[config.mk]
export PLATFORM = sky130hd
export DESIGN_NAME = btn_in_rpt_flat
export DESIGN_NICKNAME = d
export VERILOG_FILES = /design/src/rtl/btn_pkg.sv /design/src/rtl/btn_in_rpt_if.sv /design/src/rtl/btn_rpt_ch.sv /design/src/rtl/btn_in_rpt.sv /design/src/flat_wrapper.sv
export SDC_FILE = /design/constraint.sdc
export NUM_CORES = 1
export LEC_CHECK = 0
export CAP_MARGIN = 0
export CORE_AREA = 8 8 77 86
export CTS_BUF_LIST = sky130_fd_sc_hd__clkbuf_4
export DETAILED_ROUTE_END_ITERATION = 16
export DIE_AREA = 0 0 85 94
export GPL_TIMING_DRIVEN = 1
export PLACE_DENSITY_LB_ADDON = 0.05
export SETUP_SLACK_MARGIN = 0.02
export SLEW_MARGIN = 30
export SYNTH_ARGS = -nofsm -noshare
export SYNTH_HDL_FRONTEND = slang
export SYNTH_SLANG_ARGS = --single-unit
[constraint.sdc]
create_clock -name CLK -period 4.76 [get_ports CLK]
set_input_delay 1.428 -clock CLK [delete_from_list [all_inputs] [get_ports CLK]]
set_output_delay 1.428 -clock CLK [all_outputs]
set_load 0.01 [all_outputs]
[src/rtl/btn_pkg.sv]
// btn_pkg: shared FSM state encoding and counter sizing helpers for the button debouncer
package btn_pkg;

    typedef enum logic [1:0] {
        IDLE   = 2'd0,
        HOLD   = 2'd1,
        REPEAT = 2'd2
    } state_t;

    function automatic int max2(input int a, input int b);
        return (a > b) ? a : b;
    endfunction

    function automatic int cnt_w(input int a, input int b);
        return $clog2(max2(a, b));
    endfunction

endpackage

[src/rtl/btn_in_rpt_if.sv]
// btn_in_rpt_if: raw button pins in, debounced strobes and levels out
interface btn_in_rpt_if #(parameter int N_BTN = 2);
    logic [N_BTN-1:0] nBIN;
    logic [N_BTN-1:0] BOUT;
    logic [N_BTN-1:0] BREL;
    logic [N_BTN-1:0] BLONG;
    logic [N_BTN-1:0] BLVL;
    modport master (output nBIN, input BOUT, BREL, BLONG, BLVL);
    modport slave  (input nBIN, output BOUT, BREL, BLONG, BLVL);
endinterface

[src/rtl/btn_rpt_ch.sv]
// btn_rpt_ch: one debounced button channel with press/release/long/repeat strobes
module btn_rpt_ch
    import btn_pkg::*;
#(
    parameter int REPEAT_DELAY = 20,
    parameter int REPEAT_RATE  = 4,
    parameter bit REPEAT_EN    = 1'b1
) (
    input  logic CLK,
    input  logic RST,
    input  logic tick_i,
    input  logic p_i,
    output logic bout_o,
    output logic brel_o,
    output logic blong_o,
    output logic blvl_o
);
    localparam int RW = cnt_w(REPEAT_DELAY, REPEAT_RATE);
    localparam logic [RW-1:0] DLY_LAST  = RW'(REPEAT_DELAY - 1);
    localparam logic [RW-1:0] RATE_LAST = RW'(REPEAT_RATE - 1);

    logic          s1_q, s0_q;
    state_t        state_q, state_d;
    logic [RW-1:0] rcnt_q, rcnt_d;
    logic          bout_q, brel_q, blong_q;
    logic          bout_d, brel_d, blong_d;

    // Edge detection and hold/repeat FSM, evaluated on the pre-update samples of a tick
    always_comb begin
        state_d = state_q;
        rcnt_d  = rcnt_q;
        bout_d  = 1'b0;
        blong_d = 1'b0;
        brel_d  = tick_i & ~s1_q & s0_q;
        if (tick_i) begin
            case (state_q)
                IDLE: if (s1_q & ~s0_q) begin
                    state_d = HOLD;
                    rcnt_d  = '0;
                    bout_d  = 1'b1;
                end
                HOLD, REPEAT: if (!s1_q) begin
                    state_d = IDLE;
                    rcnt_d  = '0;
                end else if (rcnt_q == ((state_q == HOLD) ? DLY_LAST : RATE_LAST)) begin
                    state_d = REPEAT;
                    rcnt_d  = '0;
                    blong_d = (state_q == HOLD);
                    bout_d  = REPEAT_EN;
                end else begin
                    rcnt_d  = rcnt_q + RW'(1);
                end
                default: begin
                    state_d = IDLE;
                    rcnt_d  = '0;
                end
            endcase
        end
    end

    // Two-stage tick sampler, FSM state and one-cycle output strobes
    always_ff @(posedge CLK) begin
        if (RST) begin
            s1_q    <= 1'b0;
            s0_q    <= 1'b0;
            state_q <= IDLE;
            rcnt_q  <= '0;
            bout_q  <= 1'b0;
            brel_q  <= 1'b0;
            blong_q <= 1'b0;
        end else begin
            if (tick_i) begin
                s1_q <= p_i;
                s0_q <= s1_q;
            end
            state_q <= state_d;
            rcnt_q  <= rcnt_d;
            bout_q  <= bout_d;
            brel_q  <= brel_d;
            blong_q <= blong_d;
        end
    end

    assign bout_o  = bout_q;
    assign brel_o  = brel_q;
    assign blong_o = blong_q;
    assign blvl_o  = s0_q;

endmodule

[src/rtl/btn_in_rpt.sv]
// btn_in_rpt: N-button debouncer sharing one sample tick divider across all channels
module btn_in_rpt
    import btn_pkg::*;
#(
    parameter int N_BTN        = 2,
    parameter int CLK_DIV      = 1250000,
    parameter bit ACTIVE_LOW   = 1'b1,
    parameter int REPEAT_DELAY = 20,
    parameter int REPEAT_RATE  = 4,
    parameter bit REPEAT_EN    = 1'b1
) (
    input  logic         CLK,
    input  logic         RST,
    btn_in_rpt_if.slave  bus
);
    localparam int CW = $clog2(CLK_DIV);

    logic [CW-1:0]    cnt_q;
    logic             tick;
    logic [N_BTN-1:0] p;

    assign tick = (cnt_q == CW'(CLK_DIV - 1));
    assign p    = ACTIVE_LOW ? ~bus.nBIN : bus.nBIN;

    // Free-running sample divider, wrapping to zero on the tick cycle
    always_ff @(posedge CLK) begin
        if (RST || tick) cnt_q <= '0;
        else             cnt_q <= cnt_q + CW'(1);
    end

    for (genvar g = 0; g < N_BTN; g++) begin : g_ch
        btn_rpt_ch #(
            .REPEAT_DELAY (REPEAT_DELAY),
            .REPEAT_RATE  (REPEAT_RATE),
            .REPEAT_EN    (REPEAT_EN)
        ) u_ch (
            .CLK     (CLK),
            .RST     (RST),
            .tick_i  (tick),
            .p_i     (p[g]),
            .bout_o  (bus.BOUT[g]),
            .brel_o  (bus.BREL[g]),
            .blong_o (bus.BLONG[g]),
            .blvl_o  (bus.BLVL[g])
        );
    end

endmodule

[src/flat_wrapper.sv]
// flat-port wrapper written by rule: the top's interface ports become plain ports
module btn_in_rpt_flat import btn_pkg::*;
#(
    parameter int N_BTN        = 2,
    parameter int CLK_DIV      = 1250000,
    parameter bit ACTIVE_LOW   = 1'b1,
    parameter int REPEAT_DELAY = 20,
    parameter int REPEAT_RATE  = 4,
    parameter bit REPEAT_EN    = 1'b1
)
  (CLK, RST, bus_nBIN, bus_BOUT, bus_BREL, bus_BLONG, bus_BLVL);
  btn_in_rpt_if #(.N_BTN(N_BTN)) bus_i ();
  input  logic CLK;
  input  logic RST;
  input wire logic [$bits(bus_i.nBIN)-1:0] bus_nBIN;
  output wire logic [$bits(bus_i.BOUT)-1:0] bus_BOUT;
  output wire logic [$bits(bus_i.BREL)-1:0] bus_BREL;
  output wire logic [$bits(bus_i.BLONG)-1:0] bus_BLONG;
  output wire logic [$bits(bus_i.BLVL)-1:0] bus_BLVL;
  assign bus_i.nBIN = bus_nBIN;
  assign bus_BOUT = bus_i.BOUT;
  assign bus_BREL = bus_i.BREL;
  assign bus_BLONG = bus_i.BLONG;
  assign bus_BLVL = bus_i.BLVL;
  btn_in_rpt #(.N_BTN(N_BTN), .CLK_DIV(CLK_DIV), .ACTIVE_LOW(ACTIVE_LOW), .REPEAT_DELAY(REPEAT_DELAY), .REPEAT_RATE(REPEAT_RATE), .REPEAT_EN(REPEAT_EN)) u_core (.CLK(CLK), .RST(RST), .bus(bus_i));
endmodule
==> out/metrics.csv <==
stage;metric;value;unit
min_path;holdPathStages;1;
cells_and_area;fin_area;2430;sq um
setup_path;r2r_setup_slack;2010;ps
synthesis;synth-async-reset-ratio;0;
grt;grt_pass1_wl;8.07;mm
grt;grt_pass1_vias;1738;
cells_and_area;nNetsFinal;271;
drt;num_vias;1834;
clocking;clkSlewWorstSetupHoldPaths;130;ps
cells_and_area;final_cell_mix;dfxtp_1 (45), a21oi_1 (19), nand2_1 (17);
cells_and_area;final_common_cell;dfxtp_1;
drt;wire_per_inst;14.9;um
clocking;clk_latency;370;ps
synthesis;synth_nets;268;
run_status;status;completed;
setup_path;path_max_fanout;18;
cells_and_area;drive_gt1_frac;0.0618;
cells_and_area;diodes;0;
synthesis;synth-seq-cells;45;
sta;grt_setup_unrepaired;false;
clocking;h-tree-depth;2;
setup_path;endpoint_kind;flop;
grt;grt_use_total;0.123;
clocking;numCtsBuffers;5;
setup_path;startpoint_type;input pin;
min_path;hp-class;flop to flop;
pwr;leakagePower;0.000834;uW
cells_and_area;syn2layout_area_growth;8.30;%
setup_path;cp_data_required_time;5010;ps
synthesis;synth.avg_cell_area;8.81;sq um
floorplan;rows;28;
setup_path;r2r_start;u_core.cnt_q[13];
placed_design;dp_slack;1390;ps
synthesis;synth_edf_count;0;
setup_path;crit_arrival;3220;ps
clocking;cts_sinks;45;
clocking;cts_setup_buffers;0;
setup_path;crit_chain;clkdlybuf4s50_1, buf_4, clkinv_1, o21ai_1, buf_4, a21oi_1;
pwr;power_density;262;nW/um^2
setup_path;slowest_stage;o21ai_1;
grt;grt_max_degree;19;
setup_path;startpoint;RST;
floorplan;die_h;94;um
floorplan;die_x;85;um
floorplan;initial_core_util;0.430;
cells_and_area;final_cells;319;
setup_path;crit_top_cell;buf_4;
setup_path;ff2ff_path_depth;5;
clocking;ctsResizeCount;0;
setup_path;timing.rr.end;u_core.cnt_q[20];
sta;slew_violations;0;
sta;slew_headroom;0.511;
clocking;cts_hold_buf;0;
synthesis;ys_warn_count;0;
placed_design;dp_cells;311;
grt;antenna_found_initial;0;
placed_design;dpl_cell_area;2350;sq um
placed_design;place_congestion;0.733;
clocking;cts_buffer_depth;2;
sta;setup_tns;0;ps
sta;skew;20.3;ps
sta;worst_slew_pin_slew;729;ps
min_path;hold_path_end;u_core.cnt_q[0];
flow_run;drv_cap;0;
sta;setup_viol;0;
drt;ant_nets;0;
floorplan;ios;12;
floorplan;dieArea;7990;sq um
sta;max_freq;337;MHz
sta;timing.final.ws_setup;1790;ps
synthesis;synthDistinctLibCells;43;
clocking;cts_root_buf;clkbuf_4;
setup_path;crit_family;buffers and inverters;
min_path;hp-start;u_core.cnt_q[0];
drt;via_per_inst;5.75;
synthesis;synthFlopType;dfxtp_1;
sta;hold_viol;0;
synthesis;synthesis.area;2250;sq um
setup_path;criticalPathCategory;input pin to flop;
drt;initialDrtViolationCount;63;
clocking;cts_tree;done;
drt;drt-total-wl;4.74;mm
synthesis;ys_seq_area_frac;0.401;
setup_path;slowest_delay;480;ps
grt;grt_overflow;0;
pwr;peakVddDrop;0.100;mV
floorplan;core-area;5220;sq um
synthesis;synth_cells;255;
setup_path;cp.buffers_inverters;4;
cells_and_area;fin_util;0.466;
sta;min_period;2970;ps
placed_design;post-dp-hpwl;3.48;mm
drt;dr.pass1.iters;4;
drt;drc;0;
placed_design;portBuffers;11;
sta;post-route-period-util;0.624;
-- layout make-up --
| class | count | area, sq um |
|---|---|---|
| fillers | 518 | 2790 |
| multi-input cells | 181 | 1200 |
| flip-flops and latches | 45 | 901 |
| repair buffers | 13 | 125 |
| well taps | 60 | 75.1 |
| clock inverters | 3 | 46.3 |
| inverters | 12 | 45.0 |
| clock buffers | 5 | 37.5 |
-- cells in the mapped netlist, types with 3 or more instances --
| cell type | number | share of area |
|---|---|---|
| clkbuf_1 | 6 | 0.010 |
| o31ai_1 | 8 | 0.027 |
| or3_1 | 5 | 0.014 |
| o311ai_0 | 4 | 0.016 |
| xnor2_1 | 7 | 0.027 |
| nor2_1 | 14 | 0.023 |
| nand3_1 | 13 | 0.029 |
| buf_2 | 3 | 0.0067 |
| and2_1 | 4 | 0.011 |
| and3_1 | 6 | 0.017 |
| or4_1 | 9 | 0.030 |
| o21ai_0 | 8 | 0.018 |
| nor3b_1 | 3 | 0.010 |
| o32ai_1 | 4 | 0.016 |
| buf_4 | 8 | 0.027 |
| nand2_1 | 17 | 0.028 |
| or2_2 | 3 | 0.0084 |
| o41ai_1 | 4 | 0.016 |
| nand4_1 | 6 | 0.017 |
| nor3_1 | 4 | 0.0089 |
| dfxtp_1 | 45 | 0.40 |
| xor2_1 | 5 | 0.019 |
| inv_1 | 11 | 0.018 |
| a211oi_1 | 5 | 0.017 |
| ha_1 | 9 | 0.050 |
| a21oi_1 | 19 | 0.042 |
-- logic make-up (layout without fill, tap and decap cells) --
kind of cell	count (synthesis)	after routing	synth area share
xor+xnor	12	12	0.0468
buf+inv	29	33	0.0635
compound gates	62	62	0.187
flops	45	45	0.401
fa+ha+maj	9	9	0.0501
simple gates	98	98	0.252
-- power breakdown --
group / switching (uW) / internal [uW] / total (uW) / leakage [uW]
registers: 1.79 / 379 / 381 / 0.000363
clock network: 131 / 111 / 242 / 0.0000414
logic: 9.17 / 6.19 / 15.4 / 0.000430
-- flip-flops by register name, summed over array words and instances (netlist names) --
signal,count
u_core.cnt_q,21
u_core.g_ch.u_ch.blong_o,2
u_core.g_ch.u_ch.blvl_o,2
u_core.g_ch.u_ch.bout_o,2
u_core.g_ch.u_ch.brel_o,2
u_core.g_ch.u_ch.rcnt_q,10
u_core.g_ch.u_ch.s1_q,2
u_core.g_ch.u_ch.state_q,4
-- per-layer routing --
layer / wire (um) / part of all wire / up-vias / global-route usage
met2: 2350 / 0.50 / 21 / 0.213
met3: 147 / 0.031 / 6 / 0.0324
met4: 65 / 0.014 / 0 / 0.0461
met5: 0 / 0 / - / 0
li1: - / - / 948 / -
met1: 2180 / 0.46 / 859 / 0.143
-- metrics by stage --
stage	hold slack, ps	total power [uW]
final	462	638
after global routing	496	667
after CTS	464	651
after detailed placement	436	404
after global placement	426	404
after floorplan	413	398
-- how the worst max path moves through the flow --
| stage | to | slack [ps] | cells past startpoint |
|---|---|---|---|
| floorplan | u_core.cnt_q[10] | 2270 | 5 |
| global placement | u_core.cnt_q[18] | 1390 | 6 |
| detailed placement | u_core.cnt_q[19] | 1390 | 6 |
| CTS | u_core.cnt_q[19] | 1780 | 6 |
| global route | u_core.cnt_q[17] | 1590 | 5 |
| finish | u_core.cnt_q[20] | 1790 | 6 |
Power figures use the tool's default switching activity.
